[config.mk]
export PLATFORM = sky130hd
export DESIGN_NAME = vjtag_bus_cmd_ctrl
export DESIGN_NICKNAME = d
export VERILOG_FILES = /design/src/rtl/vjtag_bus_cmd_ctrl.sv
export SDC_FILE = /design/constraint.sdc
export NUM_CORES = 1
export LEC_CHECK = 0
export ABC_AREA = 1
export CELL_PAD_IN_SITES_DETAIL_PLACEMENT = 1
export CELL_PAD_IN_SITES_GLOBAL_PLACEMENT = 2
export CORE_UTILIZATION = 31
export CTS_CLUSTER_SIZE = 28
export DETAILED_ROUTE_END_ITERATION = 8
export HOLD_SLACK_MARGIN = 0.1
export PLACE_DENSITY = 0.83
export SLEW_MARGIN = 20
export SYNTH_ARGS = -nofsm -noshare
export SYNTH_HDL_FRONTEND = slang
export SYNTH_SLANG_ARGS = --single-unit
export TNS_END_PERCENT = 10
[constraint.sdc]
create_clock -name tck -period 2.9 [get_ports tck]
set_input_delay 0.58 -clock tck [delete_from_list [all_inputs] [get_ports tck]]
set_output_delay 0.58 -clock tck [all_outputs]
set_load 0.01 [all_outputs]
[src/rtl/vjtag_bus_cmd_ctrl.sv]
// Virtual JTAG command sequencer: IR decode, DR shift, single-beat bus requests.
// Optional: define VJTAG_ADDR_AUTOINC_EN to step addr_reg by 4 per transaction.
module vjtag_bus_cmd_ctrl #(
    parameter int DW  = 32,
    parameter int AW  = 32,
    parameter int IRW = 8
) (
    input  logic           tck,
    input  logic           rst_n,
    input  logic [IRW-1:0] ir_in,
    input  logic           virtual_state_cdr,
    input  logic           virtual_state_sdr,
    input  logic           virtual_state_udr,
    input  logic           tdi,
    output logic           tdo,
    output logic [IRW-1:0] ir_out,
    output logic           req_valid,
    input  logic           req_ready,
    output logic           req_we,
    output logic [AW-1:0]  req_addr,
    output logic [DW-1:0]  req_wdata,
    input  logic           rsp_valid,
    input  logic [DW-1:0]  rsp_rdata,
    input  logic           rsp_err
);

    localparam logic [IRW-1:0] OP_ADDR   = IRW'(1);
    localparam logic [IRW-1:0] OP_WRITE  = IRW'(2);
    localparam logic [IRW-1:0] OP_READ   = IRW'(3);
    localparam logic [IRW-1:0] OP_STATUS = IRW'(4);

    typedef enum logic [1:0] {
        S_IDLE = 2'd0,
        S_REQ  = 2'd1,
        S_WAIT = 2'd2
    } state_t;

    state_t state_q, state_d;

    logic [DW-1:0] sr_q, sr_d;
    logic [AW-1:0] addr_q, addr_d;
    logic [DW-1:0] rdata_q, rdata_d;
    logic          bypass_q, bypass_d;
    logic          req_valid_q, req_valid_d;
    logic          req_we_q, req_we_d;
    logic [AW-1:0] req_addr_q, req_addr_d;
    logic [DW-1:0] req_wdata_q, req_wdata_d;
    logic          busy_q, busy_d;
    logic          err_q, err_d;
    logic          ovr_q, ovr_d;

    logic is_addr, is_write, is_read, is_status, is_bypass;
    logic launch, done;

    assign is_addr   = (ir_in == OP_ADDR);
    assign is_write  = (ir_in == OP_WRITE);
    assign is_read   = (ir_in == OP_READ);
    assign is_status = (ir_in == OP_STATUS);
    assign is_bypass = !(is_addr || is_write || is_read || is_status);

    assign launch = virtual_state_udr && (is_write || is_read);
    assign done   = (state_q == S_WAIT) && rsp_valid;

    // FSM state register
    always_ff @(posedge tck) begin
        if (!rst_n) state_q <= S_IDLE;
        else        state_q <= state_d;
    end

    // FSM next state; rsp_valid only counts once the request was accepted
    always_comb begin
        state_d = state_q;
        unique case (state_q)
            S_IDLE:  if (launch)    state_d = S_REQ;
            S_REQ:   if (req_ready) state_d = S_WAIT;
            S_WAIT:  if (rsp_valid) state_d = S_IDLE;
            default: state_d = S_IDLE;
        endcase
    end

    // Datapath and registered bus outputs
    always_comb begin
        sr_d        = sr_q;
        addr_d      = addr_q;
        rdata_d     = rdata_q;
        bypass_d    = bypass_q;
        req_valid_d = req_valid_q;
        req_we_d    = req_we_q;
        req_addr_d  = req_addr_q;
        req_wdata_d = req_wdata_q;
        busy_d      = busy_q;
        err_d       = err_q;
        ovr_d       = ovr_q;

        if (virtual_state_cdr) begin
            unique case (1'b1)
                is_addr:   sr_d = DW'(addr_q);
                is_write:  sr_d = '0;
                is_read:   sr_d = rdata_q;
                is_status: sr_d = DW'({ovr_q, err_q, busy_q});
                is_bypass: bypass_d = 1'b0;
            endcase
        end else if (virtual_state_sdr) begin
            if (is_bypass) bypass_d = tdi;
            else           sr_d = {tdi, sr_q[DW-1:1]};
        end

        // A clear in the same cycle as a failing response keeps the new error
        if (virtual_state_udr && is_status && sr_q[0]) begin
            err_d = 1'b0;
            ovr_d = 1'b0;
        end

        if (launch) begin
            if (state_q == S_IDLE) begin
                req_valid_d = 1'b1;
                req_we_d    = is_write;
                req_addr_d  = addr_q;
                req_wdata_d = sr_q;
                busy_d      = 1'b1;
            end else begin
                ovr_d = 1'b1;
            end
        end

        if (state_q == S_REQ && req_ready) req_valid_d = 1'b0;

        if (done) begin
            if (!req_we_q) rdata_d = rsp_rdata;
            err_d  = err_d | rsp_err;
            busy_d = 1'b0;
`ifdef VJTAG_ADDR_AUTOINC_EN
            addr_d = addr_q + AW'(4);
`endif
        end

        // Explicit address load wins over the post-transaction step
        if (virtual_state_udr && is_addr) addr_d = sr_q[AW-1:0];
    end

    // Datapath registers
    always_ff @(posedge tck) begin
        if (!rst_n) begin
            sr_q        <= '0;
            addr_q      <= '0;
            rdata_q     <= '0;
            bypass_q    <= 1'b0;
            req_valid_q <= 1'b0;
            req_we_q    <= 1'b0;
            req_addr_q  <= '0;
            req_wdata_q <= '0;
            busy_q      <= 1'b0;
            err_q       <= 1'b0;
            ovr_q       <= 1'b0;
        end else begin
            sr_q        <= sr_d;
            addr_q      <= addr_d;
            rdata_q     <= rdata_d;
            bypass_q    <= bypass_d;
            req_valid_q <= req_valid_d;
            req_we_q    <= req_we_d;
            req_addr_q  <= req_addr_d;
            req_wdata_q <= req_wdata_d;
            busy_q      <= busy_d;
            err_q       <= err_d;
            ovr_q       <= ovr_d;
        end
    end

    assign tdo       = is_bypass ? bypass_q : sr_q[0];
    assign ir_out    = IRW'({state_q == S_WAIT, ovr_q, err_q, busy_q});
    assign req_valid = req_valid_q;
    assign req_we    = req_we_q;
    assign req_addr  = req_addr_q;
    assign req_wdata = req_wdata_q;

endmodule

* Yosys cells after proc, flatten, opt, wreduce, memory -nomap -nowiden *
Cells that the tools add are included.

storage, ports and cells
  flip-flop bits (word level) = 168
  bits of input ports = 49
  output and inout port bits = 75
  word-level logic and storage cells = 64

cells by class
  equal/unequal tests = 10
  multiplexer cells = 18
  bitwise gates (word level) = 4
  reduce and logical (&&, ||, !) cells = 20

operators with widths
  operator                                                                number
  32-bit one-hot mux with 4 select lines                                  1
  32-bit 2-to-1 mux                                                       3
  8-bit by 2-bit equality test with 1-bit output (second input constant)  2
  1-bit 2-to-1 mux                                                        10
  8-bit by 1-bit equality test with 1-bit output (second input constant)  1
  8-bit by 3-bit equality test with 1-bit output (second input constant)  1
  1-bit logical AND                                                       6
  2-bit 2-to-1 mux                                                        3
  2-bit one-hot mux with 3 select lines                                   1
  2-bit AND reduction                                                     3
  3-bit AND reduction                                                     2
  5-bit by 1-bit != test with 1-bit output (second input constant)        1
  1-bit logical OR                                                        4
  2-bit != test (second input constant)                                   2
  2-bit nonzero test                                                      2
  2-bit OR reduction                                                      2
  1-bit inverter                                                          3
  2-bit by 1-bit equality test with 1-bit output (second input constant)  1
  2-bit equality test (second input constant)                             1
  2-bit zero test                                                         1
  2-bit by 1-bit != test with 1-bit output (second input constant)        1
  1-bit OR                                                                1

* Depth between registers and ports, before layout *
  word-level depth = 7
  gate-level depth with buffers = 11
  gate-level depth less buffers = 10

* Worst setup path after synthesis *
Ideal clock, no wire load.

  kind = in2out
  start = input port ir_in[4]
  end = output port tdo
  data arrival time = 1,452 ps
  required time = 2,320 ps
  slack = 868 ps
  cell stages on the path = 7
  buffers on the path = 0
  cells stage by stage = inv_1 -> nand2_1 -> nor2_2 -> nand2_1 -> nand2_1 -> inv_1 -> o21ai_0

on the way
  word-level cells in the longest chain between the ends = 5
  elaborated cells between the ends (all ways) = 8
  those cells by class = eq/ne: 4; mux: 1; reduce/logical: 3

RTL lines
  what                                                                                                                     RTL line  source
  from (decl)                                                                                                              10        input logic [IRW-1:0] ir_in,
  8-bit by 1-bit equality test with 1-bit output / 8-bit by 2-bit equality test with 1-bit output (equally long branches)  55, 56
  1-bit logical OR (2 in series)                                                                                           59        assign is_bypass = !(is_addr || is_write || is_read || is_status);
  1-bit logical OR (*)                                                                                                     59
  1-bit 2-to-1 mux (*)                                                                                                     170       assign tdo = is_bypass ? bypass_q : sr_q[0];
  to (decl)                                                                                                                15        output logic tdo,

Every way passes the cells marked *; elsewhere a longest branch is shown, timed or not.

* Worst setup path after layout *
  start = input port ir_in[1]
  end = output port tdo

The elaborated chain is that of the path after synthesis.

==> results.md <==
- Outcome: completed
- R2R Path End: rdata_q[31]$_SDFFE_PN0P_
- Hold Path End: req_valid$_SDFFE_PP0P_
- Reg-to-reg startpoint: state_q[1]$_SDFFE_PN0P_
- Worst Hold Class: register to register
- Die Width: around 150 um
- Initial antenna violation count: 0
- Area grow syn2layout: 30.18%
- Number of remaining DRC errors: 0
- Die Ht: roughly 150 um
- Top cell type's share of synthesized area: approximately half
- Worst slack at placement: between 50 and 60 ps
- Startpoint Class: input port
- CTS root buffer: clkbuf_16
- Logic pwr share: approximately 4.7%
- FFs w/ async S/R, synth: 0%
- Largest net degree at the start of global routing: 65
- Worst Reg2Reg Path Length in Cells: 8
- Final Skew: 8.548 ps
- Total GRT Usage: between 10% and 20%
- RSZ-0062 raised after global routing: no
- Hold Crit Depth: 2
- Via count: between 6000 and 7000
- Area leader, netlist: dfxtp_1
- DR iter-0 viols: roughly 340
- Port buffer count: around 120
- Tmin final: 2447 ps
- Global-route wire length before repair: 34640 um
- Synth unique cells: 21
- Hold path start: req_valid$_SDFFE_PP0P_
- Int Pwr: ~3800 uW
- Yosys warns: 0
- DIE AREA: about 23000 sq um
- WP data required: around 2300 ps
- Core area: between 20000 and 25000 sq um
- GPL Wtd Cong: ~0.76
- Leak Pwr: 0.003674 uW
- Mapped Cells: between 900 and 1000
- FP Rows: 54
- Cts bufs inserted: 17
- Most frequent cell after synthesis: nand2_1
- Vias in the first global route: 6523
- Clock Latency Late Sink: about 420 ps
- Crit Path Class: input port to primary output
- Initial core utilization: a little under a third
- H-tree Lvls: 4
- Critical Path End Type: primary output
- Sequential Power Share: between 40% and 50%
- Worst-path clk slew: roughly 60 ps
- Drt first pass iters: 4
- Fin. Hold Viols: 0
- Critical path arrival: around 1900 ps
- Register area share after synthesis: between 40 and 50%
- Non-Filler Instances: approximately 1400
- Mapped Area: about 7000 sq um
- Switching share of power: between 20% and 30%
- Clock power frac: a little under half
- Routed WL: 21410 um
- Final hold slack: ~450 ps
- EDFF count, synth: 0
- Inst Count DP: approximately 1300
- Avg Cell Area, Syn: 7.105 sq um
- Setup crit start: ir_in[1]
- Total gr overflow: 0
- Net Switching: around 1100 uW
- Commonest cells in the netlist: 248 x nand2_1, 168 x dfxtp_1, 163 x a21oi_1
- Max IR drop VDD: ~300 uV
- Sink Count: ~170
- Net count, final: 1119
- Max Cap Viol: 0
- Setup TNS: 0 ps
- P per Cell Area: approximately 540 nW/um^2
- Largest cells by area after synthesis: dfxtp_1 48%, nand2_1 13%, a21oi_1 12%
- Detail Route Antenna Nets: 0
- DR vias/cell: approximately 4.8
- Clock Tree Buf Depth: 2
- WL/cell: between 15 and 20 um
- Max-slew violations: 0
- Ratio of cells with drive above 1 in the final layout: 7.018%
- Number of synthesized register bits: between 150 and 200
- Synth Flop Type: dfxtp_1
- Register-to-register setup slack: ~1000 ps
- Total power: between 4000 and 5000 uW
- Hpwl dp: between 10000 and 15000 um
- Final setup fails: 0
- N_diodes: 0
- PnR worst setup slack: approximately 450 ps
- F_max: 0.4086 GHz
- Worst-path fanout max: 3
- Top Ports: ~120
- Final Cycle Share: 84.38%
- CTS tree: yes
-- worst max-delay path, cell delays in order --
cell and delay, ps:
clkdlybuf4s50_1 460, inv_2 90, nand2_1 60, nor2_2 120, nand2_1 80, nand2_1 90
inv_1 60, o21ai_0 140, dlymetal6s2s_1 180
-- placed cells by master (no fill, tap or decap) --
cell type	instances
nand2_2	2
buf_4	24
nor2_2	4
inv_6	1
clkinv_2	3
nor2_4	4
buf_12	6
conb_1	4
clkbuf_8	2
nand4_1	1
clkbuf_16	17
o211ai_1	1
clkdlybuf4s50_1	117
nand3_1	105
dlymetal6s2s_1	1
inv_2	4
nor2_1	79
clkinvlp_4	2
buf_2	1
nand2_1	248
o21ai_0	66
clkbuf_1	2
a21oi_1	163
bufinv_16	3
clkinv_4	2
dfxtp_1	168
inv_1	52
nor3_4	1
-- area by class of cell --
cell class	instances	area [sq um]
multi-input combinational	678	3027
clock buffer	21	460.4
fill	2720	12840
timing repair buffer	149	1489
sequential	168	3363
clock inverter	11	146.4
tap	280	350.3
inverter	56	210.2
-- power by group through the flow --
stage | registers (uW) | logic [uW] | clock network (uW)
global placement | 2370 | 233 | 0
global route | 2320 | 256 | 2500
floorplan | 2370 | 119 | 0
finish | 2320 | 232 | 2360
detailed placement | 2370 | 233 | 0
CTS | 2320 | 234 | 2410
-- flip-flops by register name, summed over array words and instances (netlist names), 2 cells and up --
name	cells
req_addr	32
state_q	2
rdata_q	32
req_wdata	32
sr_q	32
addr_q	32
-- per-stage QoR --
step	util, %	area [sq um]
finish	41.32	9046
detailed placement	38.54	8437
CTS	41.31	9044
floorplan	-	6960
global route	41.32	9046
global placement	38.54	8437
-- kinds of logic (layout without fill, tap and decap cells) --
kind of cell           after synthesis  count (layout)  synth area share, %
and+or+nand+nor                    444             444                26.50
AOI/OAI and AO/OA                  230             230                16.60
DFF                                168             168                48.40
buffers and inverters              135             237                8.444
other                                1               4              0.05396
-- layer usage --
layer | track usage [%] | wire length [um]
met2 | 32.27 | 9924
met5 | 0 | 0
met3 | 2.635 | 583
met4 | 6.089 | 265
met1 | 26.40 | 10640
-- timing repair --
| action | in CTS | in global routing |
|---|---|---|
| setup buffers | 0 | 0 |
| hold buffers | 0 | 0 |
| endpoints found under the setup margin | 0 | 1 |
| gates resized for setup | 0 | 1 |
-- how the worst max path moves through the flow --
stage | to | cells after the start
3_3_place_gp | tdo | 9
3_5_place_dp | tdo | 9
6_report | tdo | 9
2_1_floorplan | tdo | 7
4_1_cts | tdo | 9
5_1_grt | tdo | 9
Note: power is estimated with default switching activity, not from simulation.
==> variant: new RTL, same flow settings <==
The option `VJTAG_ADDR_AUTOINC_EN` is turned on by a define.
--- a/src/rtl/vjtag_bus_cmd_ctrl.sv
+++ b/src/rtl/vjtag_bus_cmd_ctrl.sv
@@ -1,5 +1,7 @@
 // Virtual JTAG command sequencer: IR decode, DR shift, single-beat bus requests.
 // Optional: define VJTAG_ADDR_AUTOINC_EN to step addr_reg by 4 per transaction.
+`define VJTAG_ADDR_AUTOINC_EN
+
 module vjtag_bus_cmd_ctrl #(
     parameter int DW  = 32,
     parameter int AW  = 32,
Behaviour: not the same (a bounded check fails within 10 cycles, from zero or initial values and one cycle with rst_n low).
==> variant against the original RTL <==
  * Worst setup slack got worse by 190 ps
  * Critical path type unchanged
  * Power is 2.6% lower
  * Area after synthesis grew 18%
  * Die area increased by 17%
  * Cell area up 14%
  * Final cell count grew 24%
  * Wire length increased by 29%
  * Clock skew grew 0.93 ps
  * Count of clock-buffer cells in the layout shrank 3
  * Sequential cell count unchanged
  * Critical path depth grew 1
==> variant: results <==
# TYPE chip_impl_metric gauge
chip_impl_metric{name="count_of_unique_library_cells_instantiated_by_yosys",unit=""} 29
chip_impl_metric{name="routed-via-count",unit=""} 8194
chip_impl_metric{name="avg_inst_size_synth",unit="um^2"} 6.51
chip_impl_metric{name="n_all_inverters",unit=""} 98
chip_impl_metric{name="synth_sequential_area_ratio",unit="%"} 41.2
chip_impl_metric{name="multi_input_area_share",unit="%"} 39.4
chip_impl_metric{name="fin_nets",unit=""} 1392
chip_impl_metric{name="drt-initial-drc-count",unit=""} 518
chip_impl_metric{name="worst_vdd_rail_ir_drop",unit="mV"} 0.298
chip_impl_metric{name="wl",unit="um"} 27600
chip_impl_metric{name="leakage",unit="uW"} 0.00408
chip_impl_metric{name="first_global_vias",unit=""} 8088
chip_impl_metric{name="fillers",unit=""} 3301
chip_impl_metric{name="post_synth_xor_area_fraction",unit="%"} 1.29
chip_impl_metric{name="grt_start_max_net_pins",unit=""} 79
chip_impl_info{name="synth.area.top_cells",value="dfxtp_1, nand2_1, a21oi_1"} 1
chip_impl_metric{name="fp-row-count",unit=""} 59
chip_impl_metric{name="n_clock_buffer",unit=""} 18
chip_impl_info{name="status",value="finished, final reports clean"} 1
chip_impl_metric{name="clockNetworkAreaShare",unit="%"} 5.37
chip_impl_metric{name="fraction_of_final_layout_cells_sized_beyond_drive_strength_1",unit="%"} 5.98
chip_impl_metric{name="layoutNonFillerInstCount",unit=""} 1690
chip_impl_metric{name="multi_input_gates",unit=""} 907
chip_impl_metric{name="grt_pass1_wl",unit="um"} 44600
chip_impl_metric{name="place_inst",unit=""} 1658
chip_impl_metric{name="synth_adder_area_share",unit="%"} 0.153
chip_impl_metric{name="clkLatencyLatePin",unit="ps"} 440
chip_impl_metric{name="met1_usage",unit="%"} 32.8
-- variant: final timing paths --
path,to,slack [ps],startpoint
worst max-delay path,tdo,260,ir_in[2]
worst min register to register,req_valid,440,req_valid
worst max register to register,addr_q[12],810,addr_q[3]
worst min-delay path,req_valid,440,req_valid
-- variant: report_power, final --
| group | leakage, uW | internal [uW] | switching [uW] |
|---|---|---|---|
| clock | 0.000277 | 1190 | 1030 |
| combinational | 0.00246 | 105 | 140 |
| sequential | 0.00135 | 2310 | 6.27 |
| total | 0.00408 | 3610 | 1170 |
-- variant: kinds of logic after synthesis --
kind of cell               Yosys count
buffers and inverters              182
other                                1
and+or+nand+nor                    674
xor gates and xnor gates            12
AOI/OAI and AO/OA                  216
adders and majority gates            1
DFF                                168
-- variant: through the flow --
| stage | power (uW) | TNS (ps) | hold slack [ps] | setup WS (ps) | utilization (%) |
|---|---|---|---|---|---|
| after floorplan | 2490 | 0 | 440 | 858 | - |
| after global placement | 2610 | 0 | 440 | 60.0 | 37.4 |
| after detailed placement | 2620 | -35.4 | 441 | -35.4 | 37.4 |
| after CTS | 4830 | 0 | 448 | 245 | 39.6 |
| after global routing | 4950 | 0 | 471 | 163 | 39.6 |
| final | 4780 | 0 | 444 | 264 | 39.6 |
-- variant: worst reg2reg max path: cells and delay by family, from the launching register on --
| family | cells | cell delay [ps] |
|---|---|---|
| simple gates | 7 | 990 |
| xor+xnor | 1 | 190 |
| flops | 1 | 510 |
| fa+ha+maj | 1 | 270 |
-- variant: per-layer routing --
metal	share of wire, %	vias up
met3	2.5	16
met5	0	-
met4	0.91	0
met2	42	122
li1	-	4169
met1	55	3887
